$ cat src/rtl/ahb_timer_if.sv
// AHB-Lite bus bundle between a bus master (decoder side) and the ahb_timer slave.
interface ahb_timer_if;
  logic        HSEL;
  logic        HREADY;
  logic [31:0] HADDR;
  logic [1:0]  HTRANS;
  logic        HWRITE;
  logic [31:0] HWDATA;
  logic [31:0] HRDATA;
  logic        HREADYOUT;

  modport master (
    output HSEL, HREADY, HADDR, HTRANS, HWRITE, HWDATA,
    input  HRDATA, HREADYOUT
  );

  modport slave (
    input  HSEL, HREADY, HADDR, HTRANS, HWRITE, HWDATA,
    output HRDATA, HREADYOUT
  );
endinterface

$ cat src/rtl/ahb_timer.sv
// Zero-wait-state AHB-Lite down-counter timer with prescaler, one-shot mode and level IRQ.
// Optional COMPARE register and PWM output are built only when AHB_TIMER_PWM_EN is defined.
module ahb_timer #(
  parameter int WIDTH     = 32,
  parameter int PSC_WIDTH = 8
) (
  input  logic       HCLK,
  input  logic       HRESETn,
  ahb_timer_if.slave ahb,
  output logic       timer_irq,
  output logic       pwm_out
);
  localparam logic [2:0] ADDR_LOAD   = 3'd0;
  localparam logic [2:0] ADDR_VALUE  = 3'd1;
  localparam logic [2:0] ADDR_CTRL   = 3'd2;
  localparam logic [2:0] ADDR_STATUS = 3'd3;

  logic                 wrPend_q, rdPend_q;
  logic [2:0]           addr_q;
  logic [WIDTH-1:0]     load_q, load_d, value_q, value_d;
  logic                 en_q, en_d, ie_q, ie_d, oneShot_q, oneShot_d;
  logic [PSC_WIDTH-1:0] psc_q, psc_d, prescCnt_q, prescCnt_d;
  logic                 tof_q, tof_d, irq_q;
  logic                 tick, expire, wrLoad, wrValue, wrCtrl, wrStatus, ctrlStop;
  logic [31:0]          rdata;

  assign ahb.HREADYOUT = 1'b1;
  assign ahb.HRDATA    = rdata;
  assign timer_irq     = irq_q;

  always_ff @(posedge HCLK or negedge HRESETn) begin
    if (!HRESETn) begin
      wrPend_q <= 1'b0;
      rdPend_q <= 1'b0;
      addr_q   <= '0;
    end else if (ahb.HREADY) begin
      wrPend_q <= ahb.HSEL & ahb.HTRANS[1] & ahb.HWRITE;
      rdPend_q <= ahb.HSEL & ahb.HTRANS[1] & ~ahb.HWRITE;
      addr_q   <= ahb.HADDR[4:2];
    end
  end

  assign wrLoad   = wrPend_q && (addr_q == ADDR_LOAD);
  assign wrValue  = wrPend_q && (addr_q == ADDR_VALUE);
  assign wrCtrl   = wrPend_q && (addr_q == ADDR_CTRL);
  assign wrStatus = wrPend_q && (addr_q == ADDR_STATUS);
  assign ctrlStop = wrCtrl && !ahb.HWDATA[0];
  assign tick     = en_q && (prescCnt_q == psc_q);
  assign expire   = tick && (value_q == '0);

  // Hardware counting first, then bus writes override; a TOF set beats a STATUS clear.
  always_comb begin
    load_d     = load_q;
    value_d    = value_q;
    en_d       = en_q;
    ie_d       = ie_q;
    oneShot_d  = oneShot_q;
    psc_d      = psc_q;
    tof_d      = tof_q;
    prescCnt_d = (en_q && !tick) ? prescCnt_q + PSC_WIDTH'(1) : '0;
    if (tick) begin
      if (value_q != '0)   value_d = value_q - WIDTH'(1);
      else if (!oneShot_q) value_d = load_q;
      else                 en_d    = 1'b0;
    end
    if (wrStatus && ahb.HWDATA[0]) tof_d = 1'b0;
    if (expire && !ctrlStop)       tof_d = 1'b1;
    if (wrLoad) load_d = ahb.HWDATA[WIDTH-1:0];
    if (wrValue) begin
      value_d    = ahb.HWDATA[WIDTH-1:0];
      prescCnt_d = '0;
    end
    if (wrCtrl) begin
      en_d      = ahb.HWDATA[0];
      ie_d      = ahb.HWDATA[1];
      oneShot_d = ahb.HWDATA[2];
      psc_d     = ahb.HWDATA[8 +: PSC_WIDTH];
      if (!ahb.HWDATA[0]) begin
        value_d    = value_q;
        prescCnt_d = '0;
      end else if (!en_q || expire) begin
        value_d    = load_q;
        prescCnt_d = '0;
      end
    end
  end

  always_ff @(posedge HCLK or negedge HRESETn) begin
    if (!HRESETn) begin
      load_q     <= '0;
      value_q    <= '0;
      en_q       <= 1'b0;
      ie_q       <= 1'b0;
      oneShot_q  <= 1'b0;
      psc_q      <= '0;
      prescCnt_q <= '0;
      tof_q      <= 1'b0;
      irq_q      <= 1'b0;
    end else begin
      load_q     <= load_d;
      value_q    <= value_d;
      en_q       <= en_d;
      ie_q       <= ie_d;
      oneShot_q  <= oneShot_d;
      psc_q      <= psc_d;
      prescCnt_q <= prescCnt_d;
      tof_q      <= tof_d;
      irq_q      <= tof_q & ie_q;
    end
  end

`ifdef AHB_TIMER_PWM_EN
  localparam logic [2:0] ADDR_COMPARE = 3'd4;

  logic [WIDTH-1:0] compare_q;
  logic             pwm_q;

  always_ff @(posedge HCLK or negedge HRESETn) begin
    if (!HRESETn) begin
      compare_q <= '0;
      pwm_q     <= 1'b0;
    end else begin
      if (wrPend_q && (addr_q == ADDR_COMPARE)) compare_q <= ahb.HWDATA[WIDTH-1:0];
      pwm_q <= en_q && (value_q < compare_q);
    end
  end

  assign pwm_out = pwm_q;
`else
  assign pwm_out = 1'b0;
`endif

  // Read data is decoded from the latched address and zero outside a read data phase.
  always_comb begin
    rdata = '0;
    if (rdPend_q) begin
      case (addr_q)
        ADDR_LOAD:   rdata[WIDTH-1:0] = load_q;
        ADDR_VALUE:  rdata[WIDTH-1:0] = value_q;
        ADDR_CTRL: begin
          rdata[0]              = en_q;
          rdata[1]              = ie_q;
          rdata[2]              = oneShot_q;
          rdata[8 +: PSC_WIDTH] = psc_q;
        end
        ADDR_STATUS: rdata[0] = tof_q;
`ifdef AHB_TIMER_PWM_EN
        ADDR_COMPARE: rdata[WIDTH-1:0] = compare_q;
`endif
        default: rdata = '0;
      endcase
    end
  end
endmodule

$ cat src/flat_wrapper.sv
// flat-port wrapper written by rule: the top's interface ports become plain ports
module ahb_timer_flat 
#(
  parameter int WIDTH     = 32,
  parameter int PSC_WIDTH = 8
)
  (HCLK, HRESETn, timer_irq, pwm_out, ahb_HSEL, ahb_HREADY, ahb_HADDR, ahb_HTRANS, ahb_HWRITE, ahb_HWDATA, ahb_HRDATA, ahb_HREADYOUT);
  ahb_timer_if ahb_i ();
  input  logic HCLK;
  input  logic HRESETn;
  output logic timer_irq;
  output logic pwm_out;
  input wire logic [$bits(ahb_i.HSEL)-1:0] ahb_HSEL;
  input wire logic [$bits(ahb_i.HREADY)-1:0] ahb_HREADY;
  input wire logic [$bits(ahb_i.HADDR)-1:0] ahb_HADDR;
  input wire logic [$bits(ahb_i.HTRANS)-1:0] ahb_HTRANS;
  input wire logic [$bits(ahb_i.HWRITE)-1:0] ahb_HWRITE;
  input wire logic [$bits(ahb_i.HWDATA)-1:0] ahb_HWDATA;
  output wire logic [$bits(ahb_i.HRDATA)-1:0] ahb_HRDATA;
  output wire logic [$bits(ahb_i.HREADYOUT)-1:0] ahb_HREADYOUT;
  assign ahb_i.HSEL = ahb_HSEL;
  assign ahb_i.HREADY = ahb_HREADY;
  assign ahb_i.HADDR = ahb_HADDR;
  assign ahb_i.HTRANS = ahb_HTRANS;
  assign ahb_i.HWRITE = ahb_HWRITE;
  assign ahb_i.HWDATA = ahb_HWDATA;
  assign ahb_HRDATA = ahb_i.HRDATA;
  assign ahb_HREADYOUT = ahb_i.HREADYOUT;
  ahb_timer #(.WIDTH(WIDTH), .PSC_WIDTH(PSC_WIDTH)) u_core (.HCLK(HCLK), .HRESETn(HRESETn), .ahb(ahb_i), .timer_irq(timer_irq), .pwm_out(pwm_out));
endmodule
$ cat config.mk
export PLATFORM = sky130hd
export DESIGN_NAME = ahb_timer_flat
export DESIGN_NICKNAME = d
export VERILOG_FILES = /design/src/rtl/ahb_timer_if.sv /design/src/rtl/ahb_timer.sv /design/src/flat_wrapper.sv
export SDC_FILE = /design/constraint.sdc
export NUM_CORES = 1
export LEC_CHECK = 0
export CORE_AREA = 2 2 127 129
export CTS_CLUSTER_DIAMETER = 30
export DETAILED_ROUTE_END_ITERATION = 10
export DIE_AREA = 0 0 129 131
export GPL_ROUTABILITY_DRIVEN = 1
export SYNTH_ARGS = -nofsm -noshare
export SYNTH_HDL_FRONTEND = slang
export SYNTH_SLANG_ARGS = --single-unit
$ cat constraint.sdc
create_clock -name HCLK -period 8 [get_ports HCLK]
set_input_delay 0.8 -clock HCLK [delete_from_list [all_inputs] [get_ports HCLK]]
set_output_delay 0.8 -clock HCLK [all_outputs]
set_load 0.005 [all_outputs]
==> impl_metrics.env <==
export IMPL_rr_worst_depth=7
export IMPL_top_layer="met4"
export IMPL_dr_pass1_iters=5
export IMPL_syn_num_nets=823
export IMPL_clkSinkCount=90
export IMPL_fin_util=0.471
export IMPL_grt_use_total=0.248
export IMPL_synth_cell_types=63
export IMPL_setup_viol=0
export IMPL_hold_viol_final=0
export IMPL_timing_slew_headroom=0.156
export IMPL_ys_seq_area_frac=0.367
export IMPL_drv_slew=0
export IMPL_status="finished, final reports clean"
export IMPL_synthesis_area_um2=6140
export IMPL_fill_cells=1504
export IMPL_peakVddDrop_v=0.000127
export IMPL_port_buffer_count=73
export IMPL_h_tree_depth=3
export IMPL_tightest_slew_ns=1.27
export IMPL_yosysWarnings=0
export IMPL_grt_pass1_wl_mm=32.8
export IMPL_finalInstanceArea_um2=7340
export IMPL_p_per_area_nw_per_um2=267
export IMPL_area_growth_pct=19.5
export IMPL_ant_nets=0
export IMPL_postCtsSetupRepairBufs=0
export IMPL_cp_max_fo=29
export IMPL_wl_per_cell_um=20.4
export IMPL_clk_path_buf_depth=2
export IMPL_synth_cells=749
export IMPL_wl_met1_mm=9.05
export IMPL_totalWireLength_mm=20.5
export IMPL_drt_iter0_drc=702
export IMPL_grt_max_degree=61
export IMPL_dpl_instance_area_um2=6990
export IMPL_critPathMaxStageDelay_ns=1.03
export IMPL_nNetsFinal=856
export IMPL_clk_pin_slew_ns=0.07
export IMPL_cp_data_arrival_time_ns=4.38
export IMPL_gp_congestion=0.930
export IMPL_min_period_ns=4.08
export IMPL_r2r_setup_slack_ns=3.92
export IMPL_hpwlAfterDp_mm=13.3
export IMPL_numCtsBuffers=9
export IMPL_synth_flop_cell="dfrtp_1"
export IMPL_drive_gt1_frac=0.103
export IMPL_whs_ns=0.364
export IMPL_drc=0
export IMPL_grt_pass1_vias=6106
export IMPL_pin_count=106
export IMPL_cts_tree="built"
export IMPL_cp_slowest_cell="and2_1"
export IMPL_dp_cells=987
export IMPL_num_rows=46
export IMPL_instances_no_fill=1003
export IMPL_endpoint_kind="flop"
export IMPL_fmax_ghz=0.245
export IMPL_grt_antenna_before_repair=0
export IMPL_vias_per_cell=6.18
export IMPL_start_util=0.394
export IMPL_diodes=0
export IMPL_worstReg2RegStart="u_core.value_q[12]"
export IMPL_min_path_type="input port to async pin"
export IMPL_tns_ns=0
export IMPL_dieArea_um2=16900
export IMPL_route_met2_wl_mm=9.44
export IMPL_postCtsHoldBufs=0
export IMPL_syn_avg_cell_area_um2=8.20
export IMPL_leakage_nw=2.77
export IMPL_ys_ff_latch=90
export IMPL_grt_ovfl_total=0
export IMPL_rsz0062_at_grt="false"
export IMPL_startpoint_type="flop"
export IMPL_async_reset_ff_frac=1.00
export IMPL_critPathKind="flop to flop"
export IMPL_clock_latency_ns=0.36
export IMPL_r2r_end="u_core.value_q[15]"
export IMPL_vias=6197
export IMPL_fp_dieW_um=129
export IMPL_core_um2=15600
export IMPL_critPathRequiredTime_ns=8.30
export IMPL_met3WireLength_mm=1.46
export IMPL_die_height_um=131
export IMPL_worstPathCellList="nor3_1, nand4_1, or3_4, o21ai_2, and2_1, mux2i_1, and3_1"
export IMPL_cts_root_buf="clkbuf_16"
export IMPL_post_cts_resized=0
export IMPL_min_period_over_period=0.510
export IMPL_drv_cap=0
export IMPL_synth_edf_count=0
export IMPL_clock_skew_ns=0.00844
-- power by group --
part	switching, W	internal [W]
sequential	0.000259	0.000614
clock	0.000197	0.000308
combinational	0.000299	0.000283
total	0.000755	0.00120
-- final cells by class --
type / instances / area, um^2 / area share
Inverter: 13 / 48.8 / 0.00665
Tap cell: 216 / 270 / 0.0368
Multi-Input combinational cell: 580 / 3580 / 0.487
Clock buffer: 9 / 225 / 0.0307
Sequential cell: 90 / 2250 / 0.307
Clock inverter: 7 / 125 / 0.0170
Timing Repair Buffer: 88 / 841 / 0.115
-- Yosys cell counts, drive strengths merged, types with 16 or more instances --
cell / n / area [um^2]
clkbuf: 51 / 191
nand3: 18 / 90.1
a31oi: 32 / 200
nor4: 16 / 100
nand2: 70 / 263
nor3: 29 / 150
a21oi: 40 / 204
a22oi: 23 / 173
nand4: 16 / 100
o21ai: 40 / 208
dfrtp: 90 / 2250
mux2i: 17 / 170
nor2: 108 / 405
mux2: 34 / 383
-- cells by family after synthesis --
kind of cell    Yosys count  synth area share
xor+xnor                 19            0.0271
simple gates            307             0.237
flops                    90             0.367
other cells               2           0.00122
mux                      52            0.0937
compound gates          197             0.214
fa+ha+maj                 3           0.00611
buf+inv                  79            0.0538
-- how the worst max path moves through the flow --
stage	from	endpoint	slack, ns
floorplan	u_core.value_q[25]	u_core.value_q[16]	5.16
global placement	u_core.value_q[25]	u_core.value_q[15]	4.06
detailed placement	u_core.value_q[25]	u_core.value_q[15]	4.06
CTS	u_core.value_q[25]	u_core.value_q[15]	4.03
global route	u_core.value_q[12]	u_core.value_q[15]	3.75
finish	u_core.value_q[12]	u_core.value_q[15]	3.92
-- cell usage in the layout (no fill, tap or decap), types with 4 or more instances in the layout --
cell type / count
a211o_1: 4
a211oi_1: 4
a21oi_1: 38
a22oi_1: 23
a31oi_1: 32
a41oi_1: 4
and2_1: 8
and3_1: 15
buf_4: 16
clkbuf_16: 9
clkdlybuf4s50_1: 72
dfrtp_1: 90
inv_1: 13
mux2_2: 34
mux2i_1: 17
nand2_1: 70
nand3_1: 18
nand4_1: 16
nor2_1: 107
nor3_1: 26
nor4_1: 16
o211ai_1: 5
o21ai_0: 37
o221ai_1: 5
o2bb2ai_1: 14
or3_1: 7
xnor2_1: 10
xor2_1: 9
-- critical path, delay by kind of cell (launching register included) --
family / cells / cell delay, ns
muxes: 1 / 0.26
AOI/OAI and AO/OA: 1 / 0.31
and+or+nand+nor: 5 / 2.97
DFF: 1 / 0.47
-- stage by stage --
stage          power (W)  setup WS, ns
5_1_grt          0.00207          3.75
6_report         0.00196          3.92
4_1_cts          0.00195          4.03
3_5_place_dp     0.00144          4.06
2_1_floorplan    0.00123          5.16
3_3_place_gp     0.00141          4.06
-- layer usage --
metal / global-route usage / vias to the layer above
li1: - / 2812
met1: 0.341 / 3040
met2: 0.391 / 297
met3: 0.0423 / 48
met4: 0.103 / 0
met5: 0 / -
-- sequential cells by signal (all words and copies together) (netlist names) --
register / cells
u_core.ie_q: 1
u_core.prescCnt_q: 8
u_core.wrPend_q: 1
u_core.psc_q: 8
u_core.en_q: 1
u_core.addr_q: 3
u_core.value_q: 32
u_core.oneShot_q: 1
u_core.rdPend_q: 1
u_core.timer_irq: 1
u_core.tof_q: 1
u_core.load_q: 32
Power figures use the tool's default switching activity.
